===== src/rtl/pedometer_core_param.sv =====
// pedometer_core_param: accepts (A,B) sample pairs, keeps a tap delay line of
// A+B magnitudes, runs a serial weighted FIR (one tap per cycle) over a
// programmable weight file, and detects steps with hysteresis plus a minimum
// sample gap. Step total saturates at all-ones.
module pedometer_core_param #(
  parameter  int unsigned DATA_W  = 8,
  parameter  int unsigned ADDR_W  = 3,
  parameter  int unsigned CNT_W   = 16,
  parameter  int unsigned MIN_GAP = 4,
  localparam int unsigned ACC_W   = 2*DATA_W + 1 + ADDR_W
) (
  input  logic              clk,
  input  logic              reset,
  input  logic              countSteps,
  input  logic              in_valid,
  output logic              in_ready,
  input  logic [DATA_W-1:0] A,
  input  logic [DATA_W-1:0] B,
  input  logic              updateWeights,
  input  logic              dualUpdateWeights,
  input  logic [ADDR_W-1:0] Addr1,
  input  logic [ADDR_W-1:0] Addr2,
  input  logic [DATA_W-1:0] Data1,
  input  logic [DATA_W-1:0] Data2,
  input  logic [ACC_W-1:0]  thr_hi,
  input  logic [ACC_W-1:0]  thr_lo,
  input  logic              clr_count,
  output logic [ACC_W-1:0]  filt_out,
  output logic              filt_valid,
  output logic              step_pulse,
  output logic [CNT_W-1:0]  step_count,
  output logic              wgt_err
);

  localparam int unsigned NTAP   = 2**ADDR_W;
  localparam int unsigned MAG_W  = DATA_W + 1;
  localparam int unsigned PROD_W = 2*DATA_W + 1;
  localparam logic [7:0]        GAP_MAX  = 8'(MIN_GAP);
  localparam logic [ADDR_W-1:0] LAST_IDX = ADDR_W'(NTAP - 1);

  typedef enum logic [1:0] {
    IDLE,
    MAC,
    CMP
  } state_t;

  state_t              state;
  logic [ADDR_W-1:0]   idx;
  logic [ACC_W-1:0]    acc;
  logic [7:0]          gap;
  logic                armed;
  logic [DATA_W-1:0]   weight [NTAP];
  logic [MAG_W-1:0]    tap    [NTAP];

  logic [MAG_W-1:0]    mag;
  logic [PROD_W-1:0]   prod;
  logic                step_fire;
  logic                wr_req;

  // Handshake, magnitude, current tap product and the step decision.
  always_comb begin
    in_ready  = countSteps && (state == IDLE);
    mag       = {1'b0, A} + {1'b0, B};
    prod      = PROD_W'(weight[idx]) * PROD_W'(tap[idx]);
    step_fire = (state == CMP) && armed && (acc >= thr_hi) && (gap >= GAP_MAX);
    wr_req    = updateWeights || dualUpdateWeights;
  end

  // Control FSM with the tap line, accumulator and detector state.
  always_ff @(posedge clk or negedge reset) begin
    if (!reset) begin
      state      <= IDLE;
      idx        <= '0;
      acc        <= '0;
      gap        <= GAP_MAX;
      armed      <= 1'b1;
      filt_out   <= '0;
      filt_valid <= 1'b0;
      step_pulse <= 1'b0;
      for (int unsigned k = 0; k < NTAP; k++) begin
        tap[k] <= '0;
      end
    end else begin
      filt_valid <= 1'b0;
      step_pulse <= 1'b0;
      case (state)
        IDLE: begin
          if (in_valid && in_ready) begin
            tap[0] <= mag;
            for (int unsigned k = 1; k < NTAP; k++) begin
              tap[k] <= tap[k-1];
            end
            acc   <= '0;
            idx   <= '0;
            gap   <= (gap >= GAP_MAX) ? GAP_MAX : gap + 8'd1;
            state <= MAC;
          end
        end
        MAC: begin
          acc <= acc + ACC_W'(prod);
          idx <= idx + 1'b1;
          if (idx == LAST_IDX) begin
            state <= CMP;
          end
        end
        CMP: begin
          filt_out   <= acc;
          filt_valid <= 1'b1;
          if (step_fire) begin
            step_pulse <= 1'b1;
            armed      <= 1'b0;
            gap        <= '0;
          end else if (!armed && (acc < thr_lo)) begin
            armed <= 1'b1;
          end
          state <= IDLE;
        end
        default: state <= IDLE;
      endcase
    end
  end

  // Weight file: writes land only in IDLE; a dual write to one address
  // leaves Data2 because its assignment is ordered last.
  always_ff @(posedge clk or negedge reset) begin
    if (!reset) begin
      wgt_err <= 1'b0;
      for (int unsigned k = 0; k < NTAP; k++) begin
        weight[k] <= '0;
      end
    end else begin
      wgt_err <= 1'b0;
      if (state == IDLE) begin
        if (dualUpdateWeights) begin
          weight[Addr1] <= Data1;
          weight[Addr2] <= Data2;
        end else if (updateWeights) begin
          weight[Addr1] <= Data1;
        end
      end else begin
        wgt_err <= wr_req;
      end
    end
  end

  // Saturating step counter; a clear coinciding with a step leaves one step.
  always_ff @(posedge clk or negedge reset) begin
    if (!reset) begin
      step_count <= '0;
    end else if (clr_count) begin
      step_count <= step_fire ? CNT_W'(1) : '0;
    end else if (step_fire && (step_count != '1)) begin
      step_count <= step_count + 1'b1;
    end
  end

endmodule

===== config.mk =====
export PLATFORM = sky130hd
export DESIGN_NAME = pedometer_core_param
export DESIGN_NICKNAME = d
export VERILOG_FILES = /design/src/rtl/pedometer_core_param.sv
export SDC_FILE = /design/constraint.sdc
export NUM_CORES = 1
export LEC_CHECK = 0
export CAP_MARGIN = 25
export CELL_PAD_IN_SITES_DETAIL_PLACEMENT = 1
export CELL_PAD_IN_SITES_GLOBAL_PLACEMENT = 2
export CORE_ASPECT_RATIO = 0.8
export CORE_MARGIN = 2
export CORE_UTILIZATION = 40
export DETAILED_ROUTE_END_ITERATION = 10
export GPL_TIMING_DRIVEN = 0
export HOLD_SLACK_MARGIN = 0.15
export PLACE_DENSITY_LB_ADDON = 0.05
export SYNTH_ARGS = -nofsm -noshare
export SYNTH_HDL_FRONTEND = slang
export SYNTH_SLANG_ARGS = --single-unit

===== constraint.sdc =====
create_clock -name clk -period 12.6 [get_ports clk]
set_input_delay 1.26 -clock clk [delete_from_list [all_inputs] [get_ports clk]]
set_output_delay 1.26 -clock clk [all_outputs]
set_load 0.01 [all_outputs]

Word level (Yosys, flattened, before mapping)
Index checks and enable logic that the tools add are counted.
{"block": "op_classes", "n_addsub": 5, "mul": 1, "order_cmp": 8, "eq_ne": 7, "mux": 34, "bitwise": 3, "reduce_logical": 23}
{"operator": "64-bit bitwise mux", "count": 2}
{"operator": "64-bit 2-to-1 mux", "count": 2}
{"operator": "8-bit 2-to-1 mux", "count": 7}
{"operator": "8-bit demux with 3-bit select", "count": 2}
{"operator": "20-bit one-hot mux with 2 select lines", "count": 1}
{"operator": "16-bit 2-to-1 mux", "count": 2}
{"operator": "9-bit binary-select mux with 3-bit select", "count": 1}
{"operator": "8-bit binary-select mux with 3-bit select", "count": 1}
{"operator": "20-bit by 17-bit adder with 20-bit output", "count": 1}
{"operator": "20-bit greater-or-equal comparator", "count": 1}
{"operator": "20-bit less-than comparator", "count": 1}
{"operator": "20-bit 2-to-1 mux", "count": 1}
{"operator": "9-bit 2-to-1 mux", "count": 2}
{"operator": "8-bit by 9-bit multiplier with 17-bit output", "count": 1}
{"operator": "16-bit by 1-bit adder with 16-bit output (second input constant)", "count": 1}
{"operator": "16-bit != test (second input constant)", "count": 1}
{"operator": "8-bit one-hot mux with 2 select lines", "count": 1}
{"operator": "4-bit greater-or-equal comparator (second input constant)", "count": 3}
{"operator": "3-bit NOT with 4-bit output", "count": 3}
{"operator": "2-bit AND reduction", "count": 5}
{"operator": "2-bit nonzero test", "count": 5}
{"operator": "8-bit by 8-bit adder with 9-bit output", "count": 1}
{"operator": "1-bit logical AND", "count": 9}
{"operator": "8-bit by 1-bit adder with 8-bit output (second input constant)", "count": 1}
{"operator": "other kinds (17)", "count": 26}
{"block": "totals", "register_bits": 209, "input_bits": 85, "out_inout_bits": 40, "wordCells": 107}

Longest topological paths before layout
{"block": "depth", "depth_word": 8, "mapped_depth": 23, "mapped_depth_nobuf": 21}

Least setup slack after synthesis
Ideal clock, no wire load.
{"block": "synth_timing", "kind": "register to register", "start": "register idx[0]", "end": "register acc[18]", "setup_time_ns": 0.133, "arrival_ns": 5.566, "t_required_ns": 12.467, "path_slack_ns": 6.901, "path_stages_with_launch": 19, "n_path_buf": 2, "period_less_slack_ns": 5.699, "cell_sequence": "dfrtp_1 buf_2 buf_4 mux4_2 mux2i_1 nor2_1 fa_1 fa_1 fa_1 inv_1 fa_1 inv_1 ha_1 a2111o_1 a21oi_1 o31ai_1 a221oi_1 xor2_1 o21ai_0"}
{"block": "synth_via", "elab_chain_len": 7, "elab_cells_between_ends": 10, "classes_between": "add/sub (1); mul (1); mux (7); bitwise (1)"}
{"element": "from (decl)", "line": "48", "source": "logic [ADDR_W-1:0] idx;"}
{"element": "from (signal assigned)", "line": "101", "source": "idx <= idx + 1'b1;"}
{"element": "3-bit NOT with 4-bit output (not written as such) (*)", "line": "64", "source": "prod = PROD_W'(weight[idx]) * PROD_W'(tap[idx]);"}
{"element": "8-bit binary-select mux with 3-bit select or 9-bit binary-select mux with 3-bit select (tied branches)", "line": "64"}
{"element": "8-bit 2-to-1 mux (not written as such) or 9-bit 2-to-1 mux (tied branches) (2 in a row)", "line": "64"}
{"element": "8-bit by 9-bit multiplier with 17-bit output (*)", "line": "64"}
{"element": "20-bit by 17-bit adder with 20-bit output (*)", "line": "100", "source": "acc <= acc + ACC_W'(prod);"}
{"element": "20-bit one-hot mux with 2 select lines (*)", "line": "86", "source": "case (state)"}
{"element": "to (signal assigned)", "line": "100"}
{"element": "to (decl)", "line": "49", "source": "logic [ACC_W-1:0] acc;"}
Every way passes the cells marked *; elsewhere a longest branch is shown, timed or not. The select of a mux whose other input is x is not followed.
A chain may end at the register's enable or synchronous reset.

Worst setup path after layout
{"block": "layout_timing", "start": "register idx[1]", "end": "register acc[18]"}
The elaborated chain is that of the path after synthesis.

==> run_results.csv <==
group,metric,value,unit
sta,finalCritPeriodShare,0.534,
sta,max_clock_freq,149,MHz
synthesis,yosys_most_used_dff,"dfrtp_1",
synthesis,synthesis.nets,1751,
run_status,outcome,"finished, final reports clean",
synthesis,synth_top_family_by_area,"simple AND/OR/NAND/NOR gates",
global_route,grt_pass1_vias,11900,
sta,fin_ws,5870,ps
place,dp_hpwl,31.1,mm
synthesis,synth_top_cell_area_share,0.375,
global_route,grt_use_met3,0.0316,
critical_path,crit_chain,"buf_2, clkbuf_1, mux4_2, mux2i_1, nor2_1, fa_1, fa_1, fa_1, inv_1, fa_1, inv_1, ha_1, a2111o_1, a21oi_1, o31ai_1, a221oi_1, xor2_1, o21ai_0",
floorplanning,die_w,212,um
global_route,globalRouteMet2Util,0.371,
floorplanning,dieArea,0.0360,sq mm
global_route,grt.met1_usage,0.361,
synthesis,synth_area_leaders,"dfrtp_1 38%, ha_1 8.5%, fa_1 8.4%",
floorplanning,die_y,170,um
sta,tightest_slew,995,ps
place,place_congestion,0.820,
synthesis,syn_inst,1514,
global_route,antenna_found_initial,0,
worst_hold_path,hp-class,"reg -> reg",
route,drc,0,
critical_path,cp-end-kind,"register",
layout,area_delta_synth_final,17.9,%
layout,nNetsFinal,1883,
clocking,numCtsBuffers,24,
sta,fin_tns_setup,0,ps
synthesis,synthAdderAreaFrac,0.169,
sta,relSlewSlack,0.337,
synthesis,synth_edf_count,0,
synthesis,ys_seq_area_frac,0.379,
route,ant_nets,0,
critical_path,slowest_stage,"clkbuf_1",
layout,fin_cells,2096,
synthesis,yosysMostFrequentCell,"nand2_1",
synthesis,yosys.area_share.simple,0.175,
synthesis,synth-xor-area-share,0.0127,
synthesis,ys_types,69,
sta,hold_viol,0,
clocking,clock-sinks,209,
critical_path,crit_path_frequent_cell,"fa_1",
clocking,cts_tree,"yes",
place,port_buffers,102,
route,drtIter0Drc,561,
synthesis,netlist_area,0.0138,sq mm
layout,drive_gt1_frac,0.0692,
critical_path,crit_arrival,7120,ps
sta,rsz0062_at_grt,"no",
route,dr_total_vias,11300,
clocking,clk_pin_slew_worst_paths,60,ps
synthesis,synthTopCellsByCount,"287 x nand2_1, 207 x dfrtp_1, 156 x inv_1",
clocking,insertion_delay,530,ps
synthesis,synth.avg_cell_area,9.11,sq um
clocking,ctsResizeCount,0,
clocking,cts_hold_buf,0,
route,routed_wl,41.8,mm
floorplanning,start_util,0.408,
floorplanning,core_area,0.0338,sq mm
clocking,postCtsSetupRepairBufs,0,
critical_path,path_buf_inv,4,
synthesis,yosys_register_bits,209,
floorplanning,rows,60,
sta,finalClockSkew,12.0,ps
critical_path,cp.required,12990,ps
synthesis,async_flop_share,1.00,
floorplanning,pin_count,125,
place,dp.cells,2053,
route,dr.pass1.iters,5,
sta,finalSetupViolations,0,
synthesis,yosysTopAreaCell,"dfrtp_1",
synthesis,synthMuxAreaShare,0.0727,
clocking,clk_path_buf_depth,3,
critical_path,crit_fanout,10,
route,wl_per_cell,20.0,um
clocking,root_buffer,"clkbuf_16",
synthesis,synth.yosys.warnings,0,
global_route,track_usage,0.240,
layout,diodes,0,
sta,min_period,6730,ps
critical_path,crit_type,"reg -> reg",
place,dp_slack,5670,ps
sta,slew_violations,0,
global_route,grt_overflow,0,
critical_path,cpPeakStageDelay,680,ps
critical_path,start_kind,"register",
global_route,grt-busiest-layer,"met2",
synthesis,synth_compound_area_frac,0.125,
global_route,grt_pass1_wl,67.3,mm
global_route,grt_max_degree,110,
route,via_per_inst,5.41,
clocking,ctsHtreeMaxLevel,1,
job,drv_cap,0,
critical_path,critPathTopFamily,"adder cells",
-- state kept, by name (all words and copies together) (netlist names) --
register	flops
armed	1
idx	3
wgt_err	1
step_pulse	1
tap	72
weight	64
filt_out	20
filt_valid	1
state	2
step_count	16
acc	20
gap	8
-- logic make-up after synthesis --
group,Yosys count
XOR/XNOR,20
AND/OR/NAND/NOR,553
adder cells (fa/ha/maj),152
buffers and inverters,235
AO/OA/AOI/OAI,288
multiplexers,57
flip-flops,209
-- placed cells by master, fill, tap and decap left out, types with 50 or more instances in the layout --
cell type and count:
nand2_1 287, dfrtp_1 207, inv_1 156, nor2_1 138, clkdlybuf4s50_1 101, a21oi_1 96, ha_1 94, o21ai_0 65
fa_1 58, o22ai_1 56, clkbuf_1 50
-- stage by stage --
| step | utilization | hold WS [ps] | cell area, sq um |
|---|---|---|---|
| floorplan | - | 441 | 13800 |
| global placement | 0.455 | 453 | 15400 |
| detailed placement | 0.456 | 466 | 15400 |
| CTS | 0.481 | 480 | 16300 |
| global route | 0.481 | 517 | 16300 |
| finish | 0.481 | 475 | 16300 |
-- layer usage --
| layer | vias up | share of wire |
|---|---|---|
| met5 | - | 0 |
| met4 | 0 | 0.016 |
| met3 | 39 | 0.042 |
| met2 | 211 | 0.43 |
| met1 | 5718 | 0.51 |
| li1 | 5371 | - |
-- tightest hold or removal path, delay by kind of cell, from the launching register on --
kind | cells | cell delay, ps
DFF | 1 | 340
and+or+nand+nor | 2 | 110
-- final cells by class --
class,instances,area (sq um)
multi-input cells,1070,7660
inverters,156,586
clock inverters,11,161
clock buffers,31,688
repair buffers,106,1080
well taps,434,543
fillers,3949,17500
plain buffers,79,318
flip-flops and latches,209,5230
-- worst paths after layout --
| check | start | to | slack [ps] | cells after the start |
|---|---|---|---|---|
| min reg2reg | tap[3] | tap[3] | 470 | 2 |
| max in group asynchronous | reset | tap[22] | 10730 | 2 |
| max reg2reg | idx[1] | acc[18] | 5870 | 18 |
| max | idx[1] | acc[18] | 5870 | 18 |
| min | tap[3] | tap[3] | 470 | 2 |
| min in group asynchronous | reset | step_pulse | 740 | 1 |
Power is left out: the tool's default activity adds up to more than one toggle a clock period on the data nets, which glitch-free logic cannot reach.
